===== config.mk =====
export PLATFORM = sky130hd
export DESIGN_NAME = cont_dezena_disp
export DESIGN_NICKNAME = d
export VERILOG_FILES = /design/src/rtl/cont_dezena_disp.sv
export SDC_FILE = /design/constraint.sdc
export NUM_CORES = 1
export LEC_CHECK = 0
export ABC_AREA = 0
export BUFFER_PORTS_ARGS = -buffer_cell sky130_fd_sc_hd__buf_4
export CORE_UTILIZATION = 50
export CTS_BUF_LIST = sky130_fd_sc_hd__clkbuf_16
export CTS_CLUSTER_SIZE = 25
export DETAILED_ROUTE_END_ITERATION = 10
export HOLD_SLACK_MARGIN = 0.03
export PLACE_DENSITY = 0.81
export SKIP_CTS_REPAIR_TIMING = 1
export SLEW_MARGIN = 20
export SYNTH_ARGS = -nofsm -noshare
export SYNTH_HDL_FRONTEND = slang
export SYNTH_SLANG_ARGS = --single-unit

===== constraint.sdc =====
create_clock -name clk -period 1.6 [get_ports clk]
set_input_delay 0.16 -clock clk [delete_from_list [all_inputs] [get_ports clk]]
set_output_delay 0.16 -clock clk [all_outputs]
set_load 0.02 [all_outputs]

===== src/rtl/cont_dezena_disp.sv =====
// Tens-digit counter fed by the mod-10 units counter, with a carry on the tens wrap
// and a two-digit time-multiplexed 7-segment driver.
module cont_dezena_disp #(
    parameter int DEZ_MAX    = 5,
    parameter int SCAN_DIV   = 4,
    parameter int BLANK_ZERO = 1
) (
    input  logic       clk,
    input  logic       rst,
    input  logic [3:0] unid,
    input  logic       clr,
    output logic [3:0] dez,
    output logic       carry,
    output logic [6:0] seg,
    output logic [1:0] an,
    output logic       err
);

    localparam int            PW       = (SCAN_DIV > 1) ? $clog2(SCAN_DIV) : 1;
    localparam logic [PW-1:0] PRE_LAST = PW'(SCAN_DIV - 1);
    localparam logic [3:0]    DMAX     = 4'(DEZ_MAX);
    localparam logic          BLANK    = (BLANK_ZERO != 0);

    function automatic logic [6:0] decode(input logic [3:0] d);
        case (d)
            4'd0:    decode = 7'h3F;
            4'd1:    decode = 7'h06;
            4'd2:    decode = 7'h5B;
            4'd3:    decode = 7'h4F;
            4'd4:    decode = 7'h66;
            4'd5:    decode = 7'h6D;
            4'd6:    decode = 7'h7D;
            4'd7:    decode = 7'h07;
            4'd8:    decode = 7'h7F;
            4'd9:    decode = 7'h6F;
            default: decode = 7'h00;
        endcase
    endfunction

    logic [3:0]    unid_q, unid_d;
    logic [3:0]    dez_q, dez_d;
    logic          carry_q, carry_d;
    logic          err_q, err_d;
    logic [PW-1:0] pre_q, pre_d;
    logic          sel_q, sel_d;
    logic [6:0]    seg_q, seg_d;
    logic [1:0]    an_q, an_d;
    logic          tick;

    always_comb begin
        unid_d = unid;
        // Only a genuine 9->0 wrap counts; an upstream reset to 0 or an illegal code does not.
        tick    = (unid_q == 4'd9) && (unid == 4'd0);
        dez_d   = dez_q;
        carry_d = 1'b0;
        if (clr) begin
            dez_d = 4'd0;
        end else if (tick) begin
            if (dez_q == DMAX) begin
                dez_d   = 4'd0;
                carry_d = 1'b1;
            end else begin
                dez_d = dez_q + 4'd1;
            end
        end

        err_d = err_q | (unid > 4'd9);

        if (pre_q == PRE_LAST) begin
            pre_d = '0;
            sel_d = ~sel_q;
        end else begin
            pre_d = pre_q + 1'b1;
            sel_d = sel_q;
        end

        if (sel_q) begin
            an_d  = 2'b10;
            seg_d = (BLANK && (dez_q == 4'd0)) ? 7'h00 : decode(dez_q);
        end else begin
            an_d  = 2'b01;
            seg_d = decode(unid_q);
        end
    end

    always_ff @(posedge clk or negedge rst) begin
        if (!rst) begin
            unid_q  <= 4'd0;
            dez_q   <= 4'd0;
            carry_q <= 1'b0;
            err_q   <= 1'b0;
            pre_q   <= '0;
            sel_q   <= 1'b0;
            seg_q   <= 7'h00;
            an_q    <= 2'b00;
        end else begin
            unid_q  <= unid_d;
            dez_q   <= dez_d;
            carry_q <= carry_d;
            err_q   <= err_d;
            pre_q   <= pre_d;
            sel_q   <= sel_d;
            seg_q   <= seg_d;
            an_q    <= an_d;
        end
    end

    assign dez   = dez_q;
    assign carry = carry_q;
    assign err   = err_q;
    assign seg   = seg_q;
    assign an    = an_q;

endmodule


== Word level (Yosys, flattened, before mapping) ==
Memory sizes are Yosys's and may differ from the RTL's.
Index checks and enable logic that the tools add are counted.
Cells by class
  add/subtract/negate cells: 2
  magnitude comparators: 1
  eq/ne operators: 3
  mux-type cells: 10
  bitwise logic cells: 2
  reductions and logical operators: 4
Operators with widths (count)
  7-bit two-way mux: 2
  4-bit two-way mux: 3
  4-bit zero test: 2
  4-bit by 1-bit adder with 4-bit output (second input constant): 1
  4-bit by 3-bit equality test with 1-bit output (second input constant): 1
  4-bit equality test (second input constant): 1
  4-bit > comparator (second input constant): 1
  2-bit two-way mux: 2
  1-bit two-way mux: 3
  2-bit by 1-bit adder with 2-bit output (second input constant): 1
  2-bit equality test (second input constant): 1
  2-bit nonzero test: 1
  1-bit logical AND: 1
  1-bit NOT: 1
  1-bit bitwise OR: 1
Word-level totals
  flip-flop bits (word level): 22
  ROM bits: 224
  logic and storage cells: 32
  memories: 2
Memory list
  (no name shown): depth 16, width 7, rd ports 1, clocked after Yosys merged registers in 0, write ports 0, line 25  | case (d)
  (no name shown): depth 16, width 7, rd ports 1, clocked after Yosys merged registers in 0, write ports 0, line 25

== Logic depth before layout (Yosys ltp) ==
Gate-level depths: netlist (run 1).
  depth in word-level cells: 4
  gate-level depth with buffers: 6
  depth with buffers taken out: 6

== Worst setup path before layout (run 1) ==
OpenSTA, ideal clock, no wires.
  kind: register to register
  start: register dez_q[1] (netlist: dez[1])
  end: register dez_q[3] (netlist: dez[3])
  library setup time: 0.079 ns
  arrival: 1.447 ns
  required time: 1.521 ns
  path slack: 0.074 ns
  stages on the path, launching flop included: 6
  path buffers: 0
  clock period less this slack: 1.526 ns
  cell sequence: dfrtp_1 > inv_1 > ha_1 > and3b_1 > or3_1 > mux2i_1
Between the ends
  cells in the longest elaborated chain, start to end: 4
  elaborated cells on any way between the ends: 5
  classes of those cells: add/sub (1); eq/ne (1); mux (3)
Ends and longest elaborated chain
  from (decl): line 41  | logic [3:0] dez_q, dez_d;
  from (signal assigned): line 98  | dez_q <= dez_d;
  4-bit by 1-bit adder with 4-bit output or 4-bit by 3-bit equality test with 1-bit output (tied branches): line 63, 59
  4-bit two-way mux *: line 59  | if (dez_q == DMAX) begin
  4-bit two-way mux *: line 58  | end else if (tick) begin
  4-bit two-way mux *: line 56  | if (clr) begin
Every way passes the cells marked *; elsewhere a longest branch is shown, timed or not. The select of a mux whose other input is x is not followed.
A chain may end at the register's enable or synchronous reset.

== Worst setup path in the final report (run 1) ==
  start: register unid_q[1]
  end: register seg_q[3] (netlist: seg[3])
Between the ends
  cells in the longest elaborated chain, start to end: 2
Ends and longest elaborated chain
  from (decl): line 40  | logic [3:0] unid_q, unid_d;
  from (signal assigned): line 97  | unid_q <= unid_d;
  memory read 16 x 7 bit
  7-bit two-way mux: line 77  | if (sel_q) begin
  net seg_d[3]: line 46  | logic [6:0] seg_q, seg_d;
  to (signal assigned): line 103  | seg_q <= seg_d;
  to (decl): line 46
The timed path passes the listed nets, and every way through them passes these cells.

==> run_results.csv, run 1 <==
group,metric,value,unit
clock_network,clkSinkCount,22,
detailed_routing,via_per_inst,5.36,
worst_setup_path,critPathRequiredTime,1.77,ns
worst_setup_path,r2r_start,"unid_q[1]",
pwr,switching_share,21.6,%
pwr,peakVddDrop,0.717,mV
min_path,min_delay_path_depth,1,
logic_synthesis,syn_area,1170,sq um
worst_setup_path,slowest_stage,"dfrtp_1",
min_path,hp-start,"unid[1]",
run_status,outcome,"completed",
sta,final_max_slew_viol_count,0,
worst_setup_path,r2r_cells,7,
detailed_routing,wirelength,2310,um
pwr,p_int,0.966,mW
layout,fin_cells,171,
sta,tightest_slew,0.339,ns
placement,place_congestion,0.909,
worst_setup_path,critPathArrivalTime,1.63,ns
global_routing,grt_pass1_wl,3730,um
layout,drive_gt1_share,25.2,%
logic_synthesis,synth.area.top_cells,"dfrtp_1 (47%), ha_1 (15%), a21oi_1 (5.6%)",
sta,min_period,1.46,ns
global_routing,track_usage,19.7,%
logic_synthesis,synth-edff-count,0,
layout,final_util,67.4,%
sta,skew,0.00216,ns
clock_network,clkLatencyLatePin,0.25,ns
min_path,min_to,"unid_q[1]",
pwr,p_leak,0.712,nW
layout,fin_nets,166,
global_routing,grt_overflow,0,
sta,rsz0062_at_grt,"false",
pwr,power_frac_seq,47.7,%
layout,syn_to_final_growth,27.8,%
logic_synthesis,syn_area_per_cell,10.1,sq um
pwr,p_sw,0.265,mW
worst_setup_path,critical_path_class,"flop to flop",
logic_synthesis,ys_seq_elements,22,
detailed_routing,routed-via-count,916,
sta,slew-limit-headroom,77.2,%
detailed_routing,wl_per_cell,13.5,um
logic_synthesis,yosys_warnings,0,
worst_setup_path,r2r-end,"seg[3]",
floorplanning,die_w,50.3,um
placement,place_inst,166,
floorplanning,fp.dieArea,2530,sq um
worst_setup_path,crit_chain,"inv_1 -> buf_4 -> ha_1 -> or2_2 -> a21oi_1 -> a31oi_1 -> o22ai_1",
sta,period_share,91.1,%
worst_setup_path,crit_path_end_kind,"flop",
clock_network,cts_tree,"yes",
layout,diodes,0,
detailed_routing,drtIter0Drc,15,
floorplanning,die_h,50.3,um
logic_synthesis,synthFlopType,"dfrtp_1",
min_path,hold_path_class,"input port to flop",
logic_synthesis,yosys.area.top_type_share,47.2,%
clock_network,path_clk_slew,0.06,ns
clock_network,root_buffer,"clkbuf_16",
placement,hpwl,1600,um
logic_synthesis,yosysUniqueCellTypes,28,
global_routing,grt_max_degree,23,
floorplanning,initial_core_util,52.7,%
detailed_routing,drcViolationCount,0,
clock_network,clock_path_buffers,2,
logic_synthesis,synthArstFlopShare,100,%
worst_setup_path,path_max_fanout,4,
job,maxCapViolations,0,
sta,setup_tns,0,ns
logic_synthesis,syn_inst,115,
floorplanning,pin_count,22,
clock_network,cts_buffers,3,
global_routing,antenna_found_initial,0,
clock_network,htreeDepth,1,
logic_synthesis,syn_nets,136,
layout,fill_cells,179,
placement,port_buffers,21,
logic_synthesis,yosysTopAreaCell,"dfrtp_1",
worst_setup_path,cp-start-kind,"flop",
sta,setup_viol,0,
floorplanning,core,2210,sq um
floorplanning,num_rows,17,
pwr,pwr_density_cell,826,nW/um^2
detailed_routing,first_pass_iters,4,
global_routing,grt_pass1_vias,918,
worst_setup_path,reg2reg_slack,0.14,ns
sta,finalHoldViolCount,0,
logic_synthesis,ys_seq_area_share,47.2,%
pwr,p_comb_share,10.9,%
detailed_routing,ant_nets,0,
pwr,clkPwrFrac,41.4,%
sta,fmax,686,MHz
worst_setup_path,slowest_delay,0.34,ns
[power groups by stage]
stage / sequential [mW] / combinational (mW) / clock, mW
2_1_floorplan: 0.615 / 0.0458 / 0
3_3_place_gp: 0.596 / 0.127 / 0
3_5_place_dp: 0.597 / 0.130 / 0
4_1_cts: 0.587 / 0.130 / 0.513
5_1_grt: 0.589 / 0.147 / 0.538
6_report: 0.587 / 0.134 / 0.510
[worst max-delay path, delay by kind of cell (launching register included)]
kind,cells,cell delay [ns]
DFF,1,0.34
buffers and inverters,2,0.19
and+or+nand+nor,1,0.27
AOI/OAI and AO/OA,3,0.41
adders and majority gates,1,0.18
[sequential cells by signal, summed over array words and instances (netlist names)]
name,flops
seg,7
dez,4
unid_q,4
an,2
pre_q,2
carry,1
err,1
sel_q,1
[logic make-up after synthesis]
group                      after synthesis  synth area share [%]
buffers and inverters                   14                  4.61
muxes                                    3                  2.68
DFF                                     22                  47.2
AOI/OAI and AO/OA                       29                  14.1
adders and majority gates               14                  15.0
xor gates and xnor gates                 1                 0.751
and+or+nand+nor                         32                  15.7
[how the worst max path moves through the flow]
| stage | startpoint | cells past startpoint | slack, ns | end |
|---|---|---|---|---|
| 2_1_floorplan | dez[1] | 5 | 0.07 | dez[3] |
| 3_3_place_gp | dez[0] | 5 | 0.15 | seg[3] |
| 3_5_place_dp | dez[0] | 5 | 0.15 | seg[3] |
| 4_1_cts | dez[0] | 5 | 0.13 | seg[3] |
| 5_1_grt | unid_q[1] | 5 | 0.05 | dez[0] |
| 6_report | unid_q[1] | 7 | 0.14 | seg[3] |
[area by class of cell]
type | count | area [sq um] | area share [%]
tap | 28 | 35.0 | 2.35
multi-input combinational | 79 | 568 | 38.1
inverter | 10 | 37.5 | 2.52
sequential | 22 | 552 | 37.0
timing repair buffer | 29 | 223 | 14.9
clock buffer | 3 | 75.1 | 5.04
[metrics by stage]
step	instance area (sq um)	hold slack (ns)	total power, mW	setup slack [ns]
finish	1490	0.0365	1.23	0.143
global route	1490	0.0327	1.27	0.0535
CTS	1460	-0.203	1.23	0.132
detailed placement	1390	0.0615	0.727	0.147
global placement	1390	0.0577	0.723	0.150
floorplan	1170	-0.136	0.661	0.0736
[layer usage]
| metal | track usage (%) | vias to the layer above | wire length, um |
|---|---|---|---|
| met5 | 0 | - | 0 |
| met4 | 12.0 | 0 | 59 |
| met3 | 3.03 | 6 | 63 |
| met2 | 33.8 | 24 | 1170 |
| met1 | 22.8 | 439 | 1020 |
| li1 | - | 447 | - |
[synth_stat cells (all sizes together) (2+ instances only)]
library cell	instances
a211oi	2
a21oi	13
a31oi	2
and2	2
clkbuf	3
dfrtp	22
ha	14
inv	10
mux2i	2
nand2	5
nand2b	6
nor2	7
nor3	3
nor4	2
o21ai	7
o22ai	3
or3	2
[cell usage in the layout, fill, tap and decap left out]
cell | netlist | layout
mux2_2 | 1 | 1
nor2_1 | 7 | 7
clkbuf_16 | 0 | 3
buf_4 | 0 | 27
nor3_1 | 3 | 3
inv_1 | 10 | 10
dfrtp_1 | 22 | 21
mux2i_1 | 2 | 2
a211oi_1 | 2 | 2
ha_1 | 14 | 14
o21ai_0 | 7 | 7
xor2_1 | 1 | 1
a21oi_1 | 13 | 13
or2_2 | 1 | 1
nor4_2 | 1 | 2
o22ai_1 | 3 | 3
a221oi_1 | 1 | 1
o41ai_1 | 1 | 1
dfrtp_2 | 0 | 1
nand2_1 | 5 | 5
and2_1 | 2 | 2
nand2b_1 | 6 | 6
nand3b_1 | 1 | 1
nor2b_1 | 1 | 1
and3b_1 | 1 | 1
a31oi_1 | 2 | 2
dlygate4sd3_1 | 0 | 2
nand4_2 | 1 | 1
or3_1 | 2 | 2
No activity file was read; power rests on OpenSTA's default activity.
==> run 2, diff against run 1 <==
Settings changed: SETUP_SLACK_MARGIN set to 0.5.
==> run 2 against run 1 <==
  * First-iteration DRC count fell by 6.7%
  * Largest cell class unchanged
  * Critical endpoint is now dez[3]
  * Cell area rose by 12%
  * Critical path depth fell by 2
  * Clock power rose by 36%
  * Worst setup slack improved by 0.027 ns
  * Cell count rose by 1.2%
  * Sequential cell count did not move
==> run_results.csv, run 2 (synthesis results as in run 1) <==
group,metric,value,unit
layout,final-seq-area,559,sq um
pwr,pwr_density_cell,866,nW/um^2
pwr,switching_share,20.7,%
sta,final_max_slew_viol_count,0,
global_routing,met1_usage,24.8,%
global_routing,grt_overflow,0,
clock_network,clkSinkCount,22,
layout,multi_input_area,689,sq um
sta,slew-limit-headroom,73.2,%
detailed_routing,drtIter0Drc,14,
worst_setup_path,crit_path_end_kind,"flop",
sta,rsz0062_at_grt,"true",
global_routing,use_met2,37.1,%
sta,period_share,89.3,%
worst_setup_path,cp-start-kind,"flop",
pwr,p_leak,0.723,nW
sta,setup_tns,0,ns
sta,skew,0.00182,ns
floorplanning,fp.dieArea,2530,sq um
detailed_routing,via_per_inst,5.54,
clock_network,root_buffer,"clkbuf_16",
detailed_routing,routed-via-count,959,
placement,hpwl,1600,um
layout,final_cell_mix,"buf_4 (28), dfrtp_1 (15), ha_1 (9)",
worst_setup_path,critical_path_class,"flop to flop",
worst_setup_path,r2r_cells,5,
sta,setup_viol,0,
floorplanning,pin_count,22,
job,maxCapViolations,0,
worst_setup_path,slowest_delay,0.42,ns
floorplanning,die_w,50.3,um
global_routing,grt.busiest_layer,"met2",
global_routing,grt_use_met3,3.33,%
sta,min_period,1.43,ns
layout,fill_cells,150,
worst_setup_path,crit_chain,"inv_4 -> ha_4 -> nand4_4 -> nor4_1 -> mux2i_1",
pwr,power_frac_seq,41.1,%
global_routing,antenna_found_initial,0,
layout,fin_nets,167,
global_routing,grt_max_degree,23,
clock_network,cts_buffers,3,
placement,port_buffers,21,
floorplanning,die_h,50.3,um
worst_setup_path,critPathRequiredTime,1.77,ns
worst_setup_path,slowest_stage,"dfrtp_2",
layout,final_util,75.2,%
detailed_routing,drcViolationCount,0,
global_routing,track_usage,21.1,%
detailed_routing,wl_per_cell,14.5,um
min_path,hold_path_class,"input port to flop",
global_routing,grt_pass1_wl,3920,um
worst_setup_path,r2r-end,"dez[3]",
layout,diodes,0,
detailed_routing,ant_nets,0,
min_path,min_delay_path_depth,1,
pwr,clkPwrFrac,48.1,%
pwr,p_comb_share,10.8,%
worst_setup_path,reg2reg_slack,0.17,ns
run_status,outcome,"completed",
min_path,min_to,"unid_q[3]",
detailed_routing,wirelength,2510,um
pwr,p_sw,0.298,mW
floorplanning,initial_core_util,52.7,%
layout,drive_gt1_share,46.9,%
pwr,p_int,1.14,mW
clock_network,clkLatencyLatePin,0.25,ns
sta,tightest_slew,0.398,ns
sta,fmax,700,MHz
layout,syn_to_final_growth,42.7,%
clock_network,cts_tree,"yes",
clock_network,path_clk_slew,0.06,ns
global_routing,grt_pass1_vias,858,
placement,place_congestion,0.848,
clock_network,clock_path_buffers,2,
worst_setup_path,r2r_start,"unid_q[1]",
floorplanning,num_rows,17,
floorplanning,core,2210,sq um
sta,finalHoldViolCount,0,
worst_setup_path,critPathArrivalTime,1.60,ns
layout,largest_register_ffs,7,
clock_network,htreeDepth,1,
detailed_routing,first_pass_iters,5,
layout,mostFrequentLayoutCell,"buf_4",
worst_setup_path,path_max_fanout,7,
min_path,hp-start,"unid[3]",
pwr,peakVddDrop,0.819,mV
[run 2: changes by cell type in the layout (fill, tap and decap cells not counted), moves of 3 or more]
| cell | previous run | this run |
|---|---|---|
| a21oi_1 | 13 | 7 |
| dfrtp_1 | 21 | 15 |
| dfrtp_2 | 1 | 7 |
| inv_1 | 10 | 4 |
| o21ai_0 | 7 | 1 |
| a21oi_2 | 0 | 5 |
| ha_1 | 14 | 9 |
| ha_4 | 0 | 4 |
| o21ai_1 | 0 | 4 |
| inv_2 | 0 | 3 |
| inv_4 | 0 | 3 |
| nor3_1 | 3 | 0 |
| nor3_2 | 0 | 3 |
[run 2: metrics by stage]
stage | total power [mW] | setup slack, ns | hold slack, ns | std cells | instance area (sq um)
floorplan | 0.671 | 0.254 | -0.136 | 115 | 1230
global placement | 0.729 | 0.214 | 0.0570 | 161 | 1420
detailed placement | 0.734 | 0.131 | 0.0645 | 161 | 1420
CTS | 1.43 | 0.102 | -0.209 | 165 | 1520
global route | 1.49 | 0.0897 | 0.0344 | 173 | 1660
finish | 1.44 | 0.171 | 0.0337 | 173 | 1660
[run 2: worst max-delay path by stage]
stage                     slack (ns)  startpoint  endpoint
after floorplan                 0.25      dez[1]    dez[3]
after global placement          0.21   unid_q[1]    dez[0]
after detailed placement        0.13     unid[0]    dez[0]
after CTS                       0.10   unid_q[1]    dez[0]
after global routing            0.09   unid_q[1]    dez[3]
final                           0.17   unid_q[1]    dez[3]
[run 2: area by class of cell]
class,count,area share (%)
Multi-Input combinational cell,79,41.4
Sequential cell,22,33.6
Timing Repair Buffer,30,13.8
Clock buffer,3,4.51
Inverter,10,2.71
Tap cell,28,2.11
Clock inverter,1,1.80
[run 2: power by group through the flow]
stage	Sequential, mW	Clock [mW]	Combinational (mW)
2_1_floorplan	0.617	0	0.0535
3_3_place_gp	0.603	0	0.127
4_1_cts	0.594	0.708	0.131
3_5_place_dp	0.604	0	0.130
5_1_grt	0.594	0.729	0.170
6_report	0.592	0.694	0.156
[run 2: critical path: cells and delay by family, from the launching register on]
kind                       cells  cell delay (ns)
adders and majority gates      1             0.14
buffers and inverters          1             0.09
DFF                            1             0.42
muxes                          1             0.24
and+or+nand+nor                2             0.46
[run 2: layer usage]
layer	routed length (um)	vias to the layer above	part of all wire (%)
met5	0	-	0
met4	44	0	1.8
li1	-	455	-
met2	1260	34	50
met3	96	6	3.8
met1	1110	464	44
